## src/rtl/cseq_pkg.sv

```systemverilog
// Shared encodings for the control sequencer: FSM states, instruction field
// positions, opcode classes, branch condition codes and flag bit positions.
package cseq_pkg;

  typedef enum logic [2:0] {
    S_IDLE,
    S_FETCH,
    S_DECODE,
    S_EXEC,
    S_MEM,
    S_WB,
    S_HALT,
    S_FAULT
  } state_t;

  localparam int OP1_HI  = 15;
  localparam int OP1_LO  = 14;
  localparam int OP2_HI  = 13;
  localparam int OP2_LO  = 11;
  localparam int COND_HI = 10;
  localparam int COND_LO = 8;
  localparam int OP3_HI  = 7;
  localparam int OP3_LO  = 4;
  localparam int IMM_HI  = 7;
  localparam int IMM_LO  = 0;

  typedef enum logic [1:0] {
    OP1_ALU     = 2'b00,
    OP1_LDST    = 2'b01,
    OP1_BRANCH  = 2'b10,
    OP1_SPECIAL = 2'b11
  } op1_t;

  localparam logic [2:0] OP2_LOAD  = 3'b000;
  localparam logic [2:0] OP2_STORE = 3'b001;
  localparam logic [2:0] OP2_HALT  = 3'b111;

  localparam logic [2:0] COND_AL = 3'b000;
  localparam logic [2:0] COND_Z  = 3'b001;
  localparam logic [2:0] COND_NZ = 3'b010;
  localparam logic [2:0] COND_N  = 3'b011;
  localparam logic [2:0] COND_NN = 3'b100;
  localparam logic [2:0] COND_C  = 3'b101;
  localparam logic [2:0] COND_V  = 3'b110;
  localparam logic [2:0] COND_NV = 3'b111;

  // flags input is packed {V,C,N,Z}
  localparam int FLAG_Z = 0;
  localparam int FLAG_N = 1;
  localparam int FLAG_C = 2;
  localparam int FLAG_V = 3;

  function automatic logic signed [15:0] sext8(input logic [7:0] v);
    return signed'({{8{v[7]}}, v});
  endfunction

endpackage

```

## src/rtl/cond_eval.sv

```systemverilog
// Branch condition evaluator: maps a 3-bit condition code and the {V,C,N,Z}
// flags to a taken/not-taken decision. Purely combinational.
module cond_eval
  import cseq_pkg::*;
(
  input  logic [2:0] cond,
  input  logic [3:0] flags,
  output logic       taken
);

  always_comb begin
    taken = 1'b0;
    case (cond)
      COND_AL: taken = 1'b1;
      COND_Z:  taken = flags[FLAG_Z];
      COND_NZ: taken = ~flags[FLAG_Z];
      COND_N:  taken = flags[FLAG_N];
      COND_NN: taken = ~flags[FLAG_N];
      COND_C:  taken = flags[FLAG_C];
      COND_V:  taken = flags[FLAG_V];
      COND_NV: taken = 1'b0;
      default: taken = 1'b0;
    endcase
  end

endmodule

```

## src/rtl/control_sequencer.sv

```systemverilog
// Multi-cycle instruction sequencer: fetch, decode, ALU/memory handshakes, branch.
// Optional retired-instruction counter enabled by `define CONTROL_SEQUENCER_PERF_EN.
module control_sequencer
  import cseq_pkg::*;
#(
  parameter logic [15:0] RESET_PC = 16'h0000,
  parameter int          WAIT_MAX = 255
) (
  input  logic        clk,
  input  logic        rst_n,
  input  logic        start,
  output logic [15:0] imem_addr,
  output logic        imem_req,
  input  logic        imem_ack,
  input  logic [15:0] imem_data,
  output logic [3:0]  alu_op,
  output logic        alu_start,
  input  logic        alu_done,
  input  logic [3:0]  flags,
  output logic        dmem_req,
  output logic        dmem_we,
  input  logic        dmem_ack,
  output logic        rf_we,
  output logic        halted,
  output logic        fault
`ifdef CONTROL_SEQUENCER_PERF_EN
  ,
  output logic [31:0] retired_cnt
`endif
);

  localparam int WCW = (WAIT_MAX < 2) ? 1 : $clog2(WAIT_MAX);
  localparam logic [WCW-1:0] WAIT_LAST = WCW'(WAIT_MAX - 1);

  state_t                state;
  logic [15:0]           pc;
  logic [15:0]           ir;
  logic [WCW-1:0]        wait_cnt;
  op1_t                  op1;
  logic [2:0]            op2;
  logic [2:0]            cond;
  logic [3:0]            op3;
  logic signed [15:0]    br_off;
  logic [15:0]           pc_inc;
  logic [15:0]           pc_br;
  logic                  taken;
  logic                  wait_expired;
  logic                  is_mem_op;

  assign op1    = op1_t'(ir[OP1_HI:OP1_LO]);
  assign op2    = ir[OP2_HI:OP2_LO];
  assign cond   = ir[COND_HI:COND_LO];
  assign op3    = ir[OP3_HI:OP3_LO];
  assign br_off = sext8(ir[IMM_HI:IMM_LO]);

  // 16-bit adders wrap naturally, giving modulo-2^16 PC arithmetic
  assign pc_inc = pc + 16'd1;
  assign pc_br  = pc + $unsigned(br_off);

  assign wait_expired = (wait_cnt == WAIT_LAST);
  assign is_mem_op    = (op2 == OP2_LOAD) || (op2 == OP2_STORE);
  assign imem_addr    = pc;

  cond_eval u_cond_eval (
    .cond  (cond),
    .flags (flags),
    .taken (taken)
  );

  always_ff @(posedge clk or negedge rst_n) begin
    if (!rst_n) begin
      state     <= S_IDLE;
      pc        <= RESET_PC;
      ir        <= '0;
      wait_cnt  <= '0;
      imem_req  <= 1'b0;
      alu_op    <= '0;
      alu_start <= 1'b0;
      dmem_req  <= 1'b0;
      dmem_we   <= 1'b0;
      rf_we     <= 1'b0;
      halted    <= 1'b0;
      fault     <= 1'b0;
    end else begin
      alu_start <= 1'b0;
      rf_we     <= 1'b0;
      case (state)
        S_IDLE: begin
          if (start) begin
            state    <= S_FETCH;
            imem_req <= 1'b1;
            wait_cnt <= '0;
          end
        end

        S_FETCH: begin
          if (imem_ack) begin
            ir       <= imem_data;
            imem_req <= 1'b0;
            state    <= S_DECODE;
          end else if (wait_expired) begin
            imem_req <= 1'b0;
            fault    <= 1'b1;
            state    <= S_FAULT;
          end else begin
            wait_cnt <= wait_cnt + WCW'(1);
          end
        end

        S_DECODE: begin
          case (op1)
            OP1_ALU: begin
              state     <= S_EXEC;
              alu_op    <= op3;
              alu_start <= 1'b1;
              wait_cnt  <= '0;
            end
            OP1_LDST: begin
              if (is_mem_op) begin
                state    <= S_MEM;
                dmem_req <= 1'b1;
                dmem_we  <= (op2 == OP2_STORE);
                wait_cnt <= '0;
              end else begin
                pc       <= pc_inc;
                state    <= S_FETCH;
                imem_req <= 1'b1;
                wait_cnt <= '0;
              end
            end
            OP1_BRANCH: begin
              pc       <= taken ? pc_br : pc_inc;
              state    <= S_FETCH;
              imem_req <= 1'b1;
              wait_cnt <= '0;
            end
            OP1_SPECIAL: begin
              if (op2 == OP2_HALT) begin
                halted <= 1'b1;
                state  <= S_HALT;
              end else begin
                pc       <= pc_inc;
                state    <= S_FETCH;
                imem_req <= 1'b1;
                wait_cnt <= '0;
              end
            end
            default: state <= S_FAULT;
          endcase
        end

        // alu_start still high marks the launch cycle, where alu_done is not yet valid
        S_EXEC: begin
          if (!alu_start && alu_done) begin
            alu_op <= '0;
            rf_we  <= 1'b1;
            state  <= S_WB;
          end else if (wait_expired) begin
            alu_op <= '0;
            fault  <= 1'b1;
            state  <= S_FAULT;
          end else begin
            wait_cnt <= wait_cnt + WCW'(1);
          end
        end

        S_MEM: begin
          if (dmem_ack) begin
            dmem_req <= 1'b0;
            dmem_we  <= 1'b0;
            if (op2 == OP2_LOAD) begin
              rf_we <= 1'b1;
              state <= S_WB;
            end else begin
              pc       <= pc_inc;
              state    <= S_FETCH;
              imem_req <= 1'b1;
              wait_cnt <= '0;
            end
          end else if (wait_expired) begin
            dmem_req <= 1'b0;
            dmem_we  <= 1'b0;
            fault    <= 1'b1;
            state    <= S_FAULT;
          end else begin
            wait_cnt <= wait_cnt + WCW'(1);
          end
        end

        S_WB: begin
          pc       <= pc_inc;
          state    <= S_FETCH;
          imem_req <= 1'b1;
          wait_cnt <= '0;
        end

        S_HALT:  state <= S_HALT;
        S_FAULT: state <= S_FAULT;
        default: state <= S_FAULT;
      endcase
    end
  end

`ifdef CONTROL_SEQUENCER_PERF_EN
  logic retire;

  // One pulse per instruction at the cycle it hands control back to FETCH
  always_comb begin
    retire = 1'b0;
    case (state)
      S_WB:     retire = 1'b1;
      S_MEM:    retire = dmem_ack && (op2 == OP2_STORE);
      S_DECODE: retire = (op1 == OP1_BRANCH) ||
                         ((op1 == OP1_LDST) && !is_mem_op) ||
                         ((op1 == OP1_SPECIAL) && (op2 != OP2_HALT));
      default:  retire = 1'b0;
    endcase
  end

  always_ff @(posedge clk or negedge rst_n) begin
    if (!rst_n) begin
      retired_cnt <= '0;
    end else if (retire) begin
      retired_cnt <= retired_cnt + 32'd1;
    end
  end
`endif

endmodule

```

## config.mk

```make
export PLATFORM = sky130hd
export DESIGN_NAME = control_sequencer
export DESIGN_NICKNAME = d
export VERILOG_FILES = /design/src/rtl/cseq_pkg.sv /design/src/rtl/cond_eval.sv /design/src/rtl/control_sequencer.sv
export SDC_FILE = /design/constraint.sdc
export NUM_CORES = 1
export LEC_CHECK = 0
export CORE_MARGIN = 3
export CORE_UTILIZATION = 55
export DETAILED_ROUTE_END_ITERATION = 8
export PLACE_DENSITY = 0.9
export SYNTH_ARGS = -nofsm -noshare
export SYNTH_HDL_FRONTEND = slang
export SYNTH_SLANG_ARGS = --single-unit
```

## constraint.sdc

```tcl
create_clock -name clk -period 2.9 [get_ports clk]
set_clock_uncertainty 0.15 [all_clocks]
set_input_delay 0.58 -clock clk [delete_from_list [all_inputs] [get_ports clk]]
set_output_delay 0.58 -clock clk [all_outputs]
set_load 0.1 [all_outputs]
```

* After elaboration in Yosys (flattened, before gate mapping)
Cells that the tools add are included.
Widths: inputs -> output; s select.
** Cells by class
- Bitwise gates (word level) :: 2
- Equality and inequality tests :: 36
- Mux-type cells :: 58
- Reductions and logical operators :: 22
- $add $sub $neg :: 3
** Operators by type and width (count)
- $pmux 16 s3 :: 2
- $mux 16 :: 5
- $mux 8 :: 7
- $pmux 8 s6 :: 1
- $eq 3x3->1 const B :: 9
- $mux 3 :: 8
- $pmux 3 s8 :: 1
- $mux 1 :: 21
- $ne 3x3->1 const B :: 6
- $add 16x1->16 const B :: 1
- $add 16x16->16 :: 1
- $pmux 8 s2 :: 1
- $ne 2x2->1 const B :: 7
- $eq 3x2->1 const B :: 4
- $mux 4 :: 3
- $pmux 3 s4 :: 1
- $reduce_and 6->1 :: 2
- $eq 3x1->1 const B :: 3
- $logic_not 3->1 :: 3
- $add 8x1->8 const B :: 1
- $eq 8x8->1 const B :: 1
- $pmux 1 s8 :: 1
- $pmux 4 s2 :: 1
- $reduce_and 4->1 :: 2
- other kinds (20) :: 29
** Word-level totals
- Register bits after elaboration :: 54
- Logic and storage cells :: 133
- Output and inout port bits :: 27
- Bits of input ports :: 26

* Longest topological paths before layout
- Depth in word-level cells :: 5
- Mapped depth :: 10
- Mapped depth without buffers :: 9

* Modules after synthesis
From an unflattened synthesis, not the netlist that was laid out.
** Second synthesis, totals
- Cells, all modules :: 407
- Area, all modules :: 3578.4 um2
** Modules (own cells, without submodules)
- control_sequencer :: seq. area each 1351.3 um2, area an instance 3527.1 um2, cells an instance 400, times used 1
- cond_eval :: seq. area each 0.0 um2, area an instance 51.3 um2, cells an instance 7, times used 1

* Worst setup path after synthesis
OpenSTA, ideal clock, no wires.
- Path type :: reg-to-reg
- Start point :: register pc[0] (netlist: imem_addr[0])
- End point :: register pc[12] (netlist: imem_addr[12])
- Setup time :: 127 ps
- Setup slack :: -213 ps
- Required time :: 2623 ps
- Stages on the path, launching flop included :: 10
- Period minus slack after synthesis :: 3113 ps
- Buffers on the path :: 0
- Arrival :: 2836 ps
- Path through :: dfrtp_1 -> ha_1 -> fa_1 -> a21oi_1 -> o2bb2ai_1 -> a221o_1 -> nand3_1 -> a31oi_1 -> xor2_1 -> a221o_1
** Between the ends
- Cells in the longest elaborated chain, start to end :: 4
- Elaborated cells on any way between the ends :: 9
- Classes of those cells :: add/sub (2); mux (7)
** RTL lines
- start, declared :: line control_sequencer.sv:36 : logic [15:0] pc;
- start signal, assigned :: line control_sequencer.sv:125 : pc <= pc_inc;
- start signal, assigned :: line control_sequencer.sv:132 : pc <= taken ? pc_br : pc_inc;
- start signal, assigned :: line control_sequencer.sv:142 : pc <= pc_inc;
- $add 16x1->16 or $add 16x16->16 (tied branches) :: line control_sequencer.sv:57, control_sequencer.sv:58
- $mux 16, on equally long branches
- $pmux 16 s3 or $mux 16 (tied branches) :: line control_sequencer.sv:111, control_sequencer.sv:168
- $pmux 16 s3 (*) :: line control_sequencer.sv:87 : case (state)
Mark *: on every way between the ends. The rest lies on a longest branch, timed or not. The select of a mux whose other input is x is not followed.
A chain may end at the register's enable or synchronous reset.

* Worst setup path in the final report
- Start point :: register pc[0] (netlist: imem_addr[0])
- End point :: register pc[14] (netlist: imem_addr[14])
The elaborated chain is that of the path after synthesis.

==> results.sh <==
export IMPL_grt_start_max_net_pins=36
export IMPL_avgSynthCellArea_um2=8.740
export IMPL_syn_to_final_growth_pct=18.16
export IMPL_maxSlewHeadroom_pct=44.04
export IMPL_grt_usage_pct=24.84
export IMPL_clock_path_buffers=2
export IMPL_wire_per_inst_um=16.32
export IMPL_ys_seq_elements=54
export IMPL_first_global_vias=3300
export IMPL_clockRootBuffer="clkbuf_8"
export IMPL_fin_nets=510
export IMPL_dp_hpwl_um=6399
export IMPL_cp_end_kind="flop"
export IMPL_rr_startpoint="imem_addr[0]$_DFFE_PN0P_"
export IMPL_hold_path_class="primary input to async pin"
export IMPL_ioPinCount=53
export IMPL_drive_gt1_share_pct=18.45
export IMPL_die_area_um2=7519
export IMPL_cts_made_buffers=5
export IMPL_ys_seq_area_share_pct=37.71
export IMPL_slew_violations=0
export IMPL_finalWirelength_um=8829
export IMPL_synth_cell_types=66
export IMPL_gp_congestion=0.9371
export IMPL_syn_num_nets=455
export IMPL_path_class="flop to flop"
export IMPL_clock_sinks=54
export IMPL_synth_area_um2=3583
export IMPL_fmax_ghz=0.3595
export IMPL_min_period_over_period_pct=95.91
export IMPL_drtIter0Drc=196
export IMPL_antenna_cells=0
export IMPL_cts_tree="done"
export IMPL_clk_latency_ns=0.32
export IMPL_synth_ff_type="dfrtp_1"
export IMPL_yosysWarnings=0
export IMPL_h_tree_depth=2
export IMPL_core_um2=6096
export IMPL_ant_nets=0
export IMPL_setup_tns_ns=0
export IMPL_die_w_um=86.72
export IMPL_crit_path_start_kind="flop"
export IMPL_io_buffers=52
export IMPL_finalCriticalPeriod_ns=2.781
export IMPL_synth_edff_count=0
export IMPL_num_vias=3397
export IMPL_drc=0
export IMPL_r2r_cells=9
export IMPL_viasPerCell=6.279
export IMPL_dieHeight_um=86.72
export IMPL_drv_cap=0
export IMPL_syn_inst=410
export IMPL_worstMarginPinSlew_ns=0.8183
export IMPL_required_ns=2.96
export IMPL_grt_ovfl_total=0
export IMPL_fillers=491
export IMPL_setup_viol=0
export IMPL_clk_pin_slew_ns=0.11
export IMPL_grt_pass1_wl_um=15030
export IMPL_hold_viol_final=0
export IMPL_arrival_ns=2.84
export IMPL_initial_core_util_pct=58.78
export IMPL_async_flop_share_pct=100.0
export IMPL_r2r_slack_ns=0.12
export IMPL_antenna_found_initial=0
export IMPL_crit_path_max_fanout=6
export IMPL_status="complete, no violations"
export IMPL_rows=28
export IMPL_rr_endpoint="imem_addr[14]$_DFFE_PN0P_"
export IMPL_dr_pass1_iters=5
export IMPL_grt_setup_unrepaired="false"
[critical path, stage by stage (launching register included)]
cell,delay [ns]
dfrtp_2,0.45
ha_1,0.23
fa_1,0.43
a21oi_2,0.18
o2bb2ai_1,0.15
a221o_1,0.35
nand3_1,0.12
a31oi_1,0.12
xor2_1,0.15
a221o_1,0.35
[synth_stat cells (2+ instances only)]
cell type   n  share of area, %
and3_1      6               1.0
buf_6       3              0.94
a221o_1     3              0.84
o21ai_0    29               4.1
nor2_1     35               3.7
nor3_1      7              0.98
or3_1       3              0.52
a41oi_1     2              0.49
inv_1      12               1.3
dfrtp_1    54                38
a21oi_2     2              0.49
buf_2       7              0.98
nor2b_1     2              0.35
a21o_1      3              0.63
mux2_2     16               5.0
a22oi_1     2              0.42
a22o_1      2              0.49
nand2b_1    5              0.87
clkbuf_1    4              0.42
nand2_1    45               4.7
xnor2_1     7               1.7
o21a_1      3              0.63
a21oi_1    43               6.0
nand3_1    22               3.1
o31a_1      2              0.49
nor4_1      4              0.70
nor2_2      2              0.35
a311oi_1    2              0.49
or2_1       3              0.52
a31oi_1     8               1.4
and4_1      2              0.49
ha_1       18               6.3
xor2_1      6               1.5
or2_2       2              0.35
o21bai_1    2              0.42
nand4_1    10               1.7
nand3b_1    3              0.63
[sequential cells by signal (all words and copies together) (netlist names)]
name       cells
state          3
wait_cnt       8
alu_op         4
rf_we          1
halted         1
imem_req       1
dmem_req       1
alu_start      1
fault          1
ir            16
imem_addr     16
dmem_we        1
[how the worst max path moves through the flow]
stage,start,endpoint,cells after the start
2_1_floorplan,imem_addr[2]$_DFFE_PN0P_,imem_addr[12]$_DFFE_PN0P_,8
3_3_place_gp,flags[1],imem_addr[15]$_DFFE_PN0P_,8
3_5_place_dp,flags[1],imem_addr[15]$_DFFE_PN0P_,8
4_1_cts,imem_addr[0]$_DFFE_PN0P_,imem_addr[14]$_DFFE_PN0P_,9
5_1_grt,imem_addr[0]$_DFFE_PN0P_,imem_addr[14]$_DFFE_PN0P_,9
6_report,imem_addr[0]$_DFFE_PN0P_,imem_addr[14]$_DFFE_PN0P_,9
[routing by layer]
| layer | vias to the layer above | share of wire (%) | track usage (%) |
|---|---|---|---|
| li1 | 1617 | - | - |
| met1 | 1619 | 43 | 31.03 |
| met2 | 136 | 49 | 43.60 |
| met3 | 25 | 5.6 | 4.183 |
| met4 | 0 | 2.3 | 7.932 |
| met5 | - | 0 | 0 |
[through the flow]
step | utilization [%] | std cells | instance area (um^2) | setup WS, ns | hold WS, ns
6_report | 69.46 | 541 | 4234 | 0.1187 | 0.03909
5_1_grt | 69.46 | 541 | 4234 | 0.01501 | 0.06710
4_1_cts | 69.27 | 540 | 4223 | 0.06391 | 0.06956
3_5_place_dp | 67.63 | 532 | 4123 | 0.001086 | 0.3114
3_3_place_gp | 67.63 | 532 | 4123 | 0.1238 | 0.3059
2_1_floorplan | - | 410 | 3590 | 0.02134 | 0.1344
[logic make-up (layout without fill, tap and decap cells)]
| kind of cell | Yosys count | count (layout) | share of synthesized area, % |
|---|---|---|---|
| simple gates | 159 | 159 | 22.03 |
| compound gates | 120 | 120 | 21.16 |
| flops | 54 | 54 | 37.71 |
| buf+inv | 29 | 85 | 4.050 |
| fa+ha+maj | 19 | 19 | 6.844 |
| mux | 16 | 16 | 5.028 |
| xor+xnor | 13 | 13 | 3.177 |
[what timing repair did]
action,CTS,global route
endpoints found under the setup margin,0,2
resized for setup,0,1
setup buffers,0,1
hold buffers,0,0
[area by class of cell]
type,count,area (um^2),area share [%]
multi-input combinational,327,2096,49.50
sequential,54,1358,32.06
timing repair buffer,64,538.0,12.71
tap,75,93.84,2.216
clock buffer,6,82.58,1.950
inverter,13,48.80,1.152
clock inverter,2,17.52,0.4137
[layout by cell type, fill, tap and decap left out, types with 4 or more instances in the layout]
cell / instances
nor3_1: 7
nand3_1: 22
dfrtp_1: 49
mux2_2: 16
nand2b_1: 5
nor4_1: 4
inv_1: 12
xnor2_1: 7
and3_1: 6
buf_4: 39
o21ai_0: 29
nand4_1: 10
ha_1: 18
nor2_1: 35
clkbuf_8: 6
a31oi_1: 8
clkdlybuf4s50_1: 24
xor2_1: 6
a21oi_1: 42
nand2_1: 45
dfrtp_2: 5
Power is not shown: default switching activity piles up to over one toggle a cycle in this logic, so the estimate is an artifact.
